[src/rtl/afifo_write_arbiter.sv]
// Round-robin write-port arbiter for the AFIFO: grants one requester per burst
// and tags each written word with the requester ID in the upper bits of wd.
//
// state | meaning
// IDLE  | no grant held; arbitrate among valid requesters (1 cycle, no writes)
// BURST | grant_id owns the write port until last, MaxBurst beats or idle timeout
module afifo_write_arbiter #(
   parameter int NReq        = 4,
   parameter int DataW       = 10,
   parameter int MaxBurst    = 8,
   parameter int IdleTimeout = 4,
   localparam int IdW        = $clog2(NReq),
   localparam int Width      = DataW + IdW
) (
   input  logic                    clk,
   input  logic                    rst,
   input  logic [NReq-1:0]         req_valid,
   input  logic [NReq*DataW-1:0]   req_data,
   input  logic [NReq-1:0]         req_last,
   output logic [NReq-1:0]         req_ready,
   output logic                    w,
   output logic [Width-1:0]        wd,
   input  logic                    wfull,
   output logic [IdW-1:0]          grant_id,
   output logic                    busy
);

   localparam int BeatW = $clog2(MaxBurst + 1);
   localparam int IdleW = $clog2(IdleTimeout + 1);
   localparam logic [BeatW-1:0] BeatMax = BeatW'(MaxBurst);
   localparam logic [IdleW-1:0] IdleMax = IdleW'(IdleTimeout);

   typedef enum logic {
      S_IDLE,
      S_BURST
   } state_t;

   state_t           state_q, state_d;
   logic [IdW-1:0]   grant_q, grant_d;
   logic [IdW-1:0]   ptr_q, ptr_d;
   logic [BeatW-1:0] beat_q, beat_d, beat_inc;
   logic [IdleW-1:0] idle_q, idle_d, idle_inc;

   logic             pick_found;
   logic [IdW-1:0]   pick_id;
   logic [IdW-1:0]   cand;
   logic             g_valid;
   logic             g_last;
   logic [DataW-1:0] g_data;
   logic             accept;

   // Scan upward from the slot after the last winner; i == NReq wraps back to ptr_q itself.
   always_comb begin
      pick_found = 1'b0;
      pick_id    = '0;
      cand       = '0;
      for (int i = 1; i <= NReq; i++) begin
         cand = ptr_q + IdW'(i);
         if (!pick_found && req_valid[cand]) begin
            pick_found = 1'b1;
            pick_id    = cand;
         end
      end
   end

   assign g_valid  = req_valid[grant_q];
   assign g_last   = req_last[grant_q];
   assign g_data   = req_data[grant_q*DataW +: DataW];
   assign accept   = (state_q == S_BURST) && g_valid && !wfull && !rst;
   assign beat_inc = beat_q + BeatW'(1);
   assign idle_inc = idle_q + IdleW'(1);

   assign w        = accept;
   assign wd       = rst ? '0 : {grant_q, g_data};
   assign grant_id = grant_q;
   assign busy     = (state_q == S_BURST);

   always_comb begin
      req_ready = '0;
      if (accept) begin
         req_ready[grant_q] = 1'b1;
      end
   end

   always_comb begin
      state_d = state_q;
      grant_d = grant_q;
      ptr_d   = ptr_q;
      beat_d  = beat_q;
      idle_d  = idle_q;
      case (state_q)
         S_IDLE: begin
            if (pick_found) begin
               state_d = S_BURST;
               grant_d = pick_id;
               beat_d  = '0;
               idle_d  = '0;
            end
         end
         S_BURST: begin
            if (accept) begin
               beat_d = beat_inc;
               idle_d = '0;
               if (g_last || (beat_inc == BeatMax)) begin
                  state_d = S_IDLE;
                  ptr_d   = grant_q;
               end
            end else if (!g_valid) begin
               // A full-stalled cycle with valid high leaves both counters untouched.
               idle_d = idle_inc;
               if (idle_inc == IdleMax) begin
                  state_d = S_IDLE;
                  ptr_d   = grant_q;
               end
            end
         end
      endcase
   end

   always_ff @(posedge clk) begin
      if (rst) begin
         state_q <= S_IDLE;
         grant_q <= '0;
         ptr_q   <= IdW'(NReq - 1);
         beat_q  <= '0;
         idle_q  <= '0;
      end else begin
         state_q <= state_d;
         grant_q <= grant_d;
         ptr_q   <= ptr_d;
         beat_q  <= beat_d;
         idle_q  <= idle_d;
      end
   end

endmodule

[config.mk]
export PLATFORM = sky130hd
export DESIGN_NAME = afifo_write_arbiter
export DESIGN_NICKNAME = d
export VERILOG_FILES = /design/src/rtl/afifo_write_arbiter.sv
export SDC_FILE = /design/constraint.sdc
export NUM_CORES = 1
export LEC_CHECK = 0
export CELL_PAD_IN_SITES_DETAIL_PLACEMENT = 2
export CELL_PAD_IN_SITES_GLOBAL_PLACEMENT = 2
export CORE_MARGIN = 3
export CORE_UTILIZATION = 30
export DETAILED_ROUTE_END_ITERATION = 8
export DONT_BUFFER_PORTS = 1
export HOLD_SLACK_MARGIN = 0.02
export PLACE_DENSITY = 0.7
export SLEW_MARGIN = 20
export SYNTH_ARGS = -nofsm -noshare
export SYNTH_HDL_FRONTEND = slang
export SYNTH_SLANG_ARGS = --single-unit
[constraint.sdc]
create_clock -name clk -period 1.7 [get_ports clk]
set_input_delay 0.17 -clock clk [delete_from_list [all_inputs] [get_ports clk]]
set_output_delay 0.17 -clock clk [all_outputs]
set_load 0.02 [all_outputs]
==> impl_metrics.json <==
{
  "seqCellArea_um2": 246.5,
  "synthesis.area_um2": 1080,
  "final_area_um2": 1473,
  "critPathArrivalTime_ns": 1.68,
  "critical_path.max_stage_delay_ns": 0.56,
  "floorplan.die.height_um": 66.00,
  "place_worst_setup_slack_ns": 0.06480,
  "timing.hold.worst.class": "input port to flip-flop",
  "wl_per_cell_um": 23.76,
  "timing.max_slew.rel_slack_pct": 55.58,
  "fp.dieArea_um2": 4355,
  "clock_skew_ns": 0.01419,
  "maxCapViolations": 0,
  "crit_path_max_fanout": 5,
  "place_congestion": 0.7049,
  "first_pass_iteration_count_of_the_detailed_router": 3,
  "std_cell_rows": 21,
  "worst_setup_path_end_kind": "primary output",
  "instances_no_fill": 186,
  "final_antenna_net_count": 0,
  "ys_warn_count": 0,
  "power.density_nw_per_um2": 582.9,
  "post-route-worst-setup-slack_ns": -0.1475,
  "die_x_um": 66.00,
  "tritoncts": "yes",
  "number_of_pins_with_negative_max_slew_slack_in_the_final_report": 0,
  "highest_layer": "met4",
  "worst_setup_path_start_kind": "flip-flop",
  "htree_num_levels": 1,
  "setup.worst_path.class": "flip-flop to primary output",
  "antenna_found_initial": 0,
  "dpl_hpwl_um": 2817,
  "synth_enable_flop_cells": 0,
  "syn_inst": 116,
  "io_pins": 71,
  "detailroute.wirelength.met3_um": 344,
  "setup_violations": 23,
  "layout.nets": 194,
  "synth.lib_cells_used.distinct": 38,
  "gr-total-overflow": 0,
  "worst_ir_drop_vdd_mv": 0.2748,
  "timing.critical_path.cells": "mux4_2 -> nand2_4 -> buf_4 -> nor3_4 -> buf_6",
  "avgSynthCellArea_um2": 9.309,
  "rsz_0062_raised_after_global_routing": "yes",
  "synth.net_count": 170,
  "globalRouteTotalUtil_pct": 18.34,
  "fill_cells": 353,
  "static-leakage-power_nw": 0.5925,
  "timing.final.hold_violations": 0,
  "worstPathRequired_ns": 1.53,
  "wirelength_met1_um": 1496,
  "final_min_period_over_clock_period_pct": 108.7,
  "run_status": "finished with violations",
  "final_worst_path_period_need_ns": 1.847,
  "cts_sinks": 12,
  "grt_first_pass_wirelength_um": 5968,
  "slowest_stage": "sky130_fd_sc_hd__mux4_2",
  "drc": 0,
  "final_util_pct": 43.45,
  "vias": 1045,
  "synth_flop_cell": "sky130_fd_sc_hd__dfxtp_1",
  "route.detailed.vias_per_inst": 5.618,
  "clk_transition_reported_paths_ns": 0.09,
  "max_freq_mhz": 541.3,
  "synth_top_area_share_pct": 22.25,
  "timing.hold.worst.start": "rst",
  "setup.worst_path.start": "grant_id[0]",
  "numPortBuffers": 0,
  "cts_made_buffers": 3,
  "floorplan_core_area_um2": 3390,
  "drt_iter0_drc": 27,
  "sequential_area_share_after_synthesis_pct": 22.25,
  "ys_ff_latch": 12,
  "area_used_by_multi_input_combinational_logic_um2": 890.9,
  "layout-drive-gt1-share_pct": 51.80,
  "clock_insertion_delay_worst_skew_ns": 0.30,
  "start_util_pct": 31.86,
  "yosysTopAreaCell": "sky130_fd_sc_hd__dfxtp_1",
  "worst_r2r_startpoint": "grant_id[0]",
  "placedInstanceArea_um2": 1201,
  "violations": "setup timing",
  "synth_top_cells_by_area": "sky130_fd_sc_hd__dfxtp_1, sky130_fd_sc_hd__mux4_2, sky130_fd_sc_hd__mux4_1",
  "ys_async_sr_fraction_pct": 0,
  "max-clock-path-buffers": 2,
  "tightestPinTransition_ns": 0.6639,
  "detailroute.wirelength.met2_um": 2488,
  "total_power_uw": 858.4,
  "route.final.wire_length_um": 4419,
  "flow.area_growth_from_synthesis_pct": 36.38,
  "clock-root-buffer": "sky130_fd_sc_hd__clkbuf_4",
  "vias_in_the_first_global_route": 1131,
  "grt_start_max_net_pins": 12,
  "dp.cells": 167
}
==> per-layer routing <==
metal | vias to the layer above | global-route usage (%)
li1 | 473 | -
met1 | 520 | 18.02
met2 | 45 | 36.17
met3 | 7 | 6.122
met4 | 0 | 4.569
met5 | - | 0
==> synth_stat cells (2+ instances only) <==
library cell / count
sky130_fd_sc_hd__and2_1: 10
sky130_fd_sc_hd__nor2b_1: 3
sky130_fd_sc_hd__nor3_1: 2
sky130_fd_sc_hd__a31oi_1: 2
sky130_fd_sc_hd__mux4_2: 9
sky130_fd_sc_hd__inv_1: 3
sky130_fd_sc_hd__buf_2: 2
sky130_fd_sc_hd__nand2b_1: 4
sky130_fd_sc_hd__o22a_1: 2
sky130_fd_sc_hd__nand2_1: 5
sky130_fd_sc_hd__nor2_1: 15
sky130_fd_sc_hd__a21oi_1: 8
sky130_fd_sc_hd__clkbuf_1: 4
sky130_fd_sc_hd__nand3_1: 5
sky130_fd_sc_hd__nand3b_1: 2
sky130_fd_sc_hd__ha_1: 3
sky130_fd_sc_hd__dfxtp_1: 12
sky130_fd_sc_hd__mux2i_1: 2
sky130_fd_sc_hd__and3_1: 2
sky130_fd_sc_hd__mux4_1: 3
==> sequential cells by signal, summed over array words and instances, names as in the netlist <==
name      flops
grant_id      2
beat_q        4
ptr_q         2
busy          1
idle_q        3
==> stage by stage <==
stage	TNS (ns)	hold WS, ns
2_1_floorplan	-0.02908	0.4274
3_3_place_gp	0	0.2386
3_5_place_dp	0	0.2404
4_1_cts	-0.7750	0.04639
5_1_grt	-3.565	0.02207
6_report	-1.996	0.03020
==> final timing paths <==
path | endpoint | cells past startpoint | slack (ns)
max | req_ready[0] | 5 | -0.15
min | ptr_q[0] | 2 | 0.03
max reg2reg | idle_q[2] | 7 | -0.10
min reg2reg | idle_q[1] | 2 | 0.52
==> layout make-up <==
class | instances | share of cell area, %
Sequential cell | 12 | 16.74
Antenna cell | 1 | 0.1699
Multi-Input combinational cell | 93 | 60.49
Inverter | 4 | 1.359
Clock buffer | 4 | 1.784
Tap cell | 46 | 3.908
Timing Repair Buffer | 26 | 15.55
==> cell families (layout without fill, tap and decap cells) <==
logic type | after synthesis | in the layout | share of synthesized area [%]
adder cells (fa/ha/maj) | 3 | 3 | 3.477
buffers and inverters | 11 | 34 | 4.982
other | 0 | 1 | 0
XOR/XNOR | 2 | 2 | 1.623
flip-flops | 12 | 12 | 22.25
multiplexers | 14 | 14 | 27.93
AO/OA/AOI/OAI | 19 | 19 | 11.47
AND/OR/NAND/NOR | 55 | 55 | 28.27
==> cells in the final DEF, fill, tap and decap left out, types with 2 or more instances in the layout <==
cell type,count
sky130_fd_sc_hd__a21oi_2,2
sky130_fd_sc_hd__nand2_1,4
sky130_fd_sc_hd__a21oi_1,6
sky130_fd_sc_hd__dfxtp_1,9
sky130_fd_sc_hd__nand3_1,5
sky130_fd_sc_hd__nor2b_1,2
sky130_fd_sc_hd__buf_6,3
sky130_fd_sc_hd__dfxtp_2,2
sky130_fd_sc_hd__ha_1,3
sky130_fd_sc_hd__nand3b_1,2
sky130_fd_sc_hd__nor2_1,13
sky130_fd_sc_hd__inv_1,3
sky130_fd_sc_hd__clkbuf_4,3
sky130_fd_sc_hd__mux4_2,11
sky130_fd_sc_hd__nand2_4,2
sky130_fd_sc_hd__buf_4,20
sky130_fd_sc_hd__mux2i_1,2
sky130_fd_sc_hd__and2_4,10
sky130_fd_sc_hd__and3_4,2
sky130_fd_sc_hd__nor2_2,3
sky130_fd_sc_hd__nand2b_1,3
==> repair_timing <==
action / 4_1_cts / 5_1_grt
setup endpoints to repair: 15 / 24
gates resized for setup: 26 / 25
buffers inserted: 5 / 8
endpoints found under the hold margin: 9 / 0
hold buffers: 1 / 0
pin swaps: 6 / 3
==> power breakdown <==
part	switching [mW]	internal [mW]
logic	0.163	0.181
clock network	0.115	0.0917
registers	0.0150	0.292
total	0.294	0.565
==> critical path: cells and delay by family (launching register included) <==
| family | cells | cell delay [ns] |
|---|---|---|
| multiplexers | 1 | 0.56 |
| flip-flops | 1 | 0.38 |
| buffers and inverters | 2 | 0.26 |
| AND/OR/NAND/NOR | 2 | 0.17 |
Power figures use the tool's default switching activity.
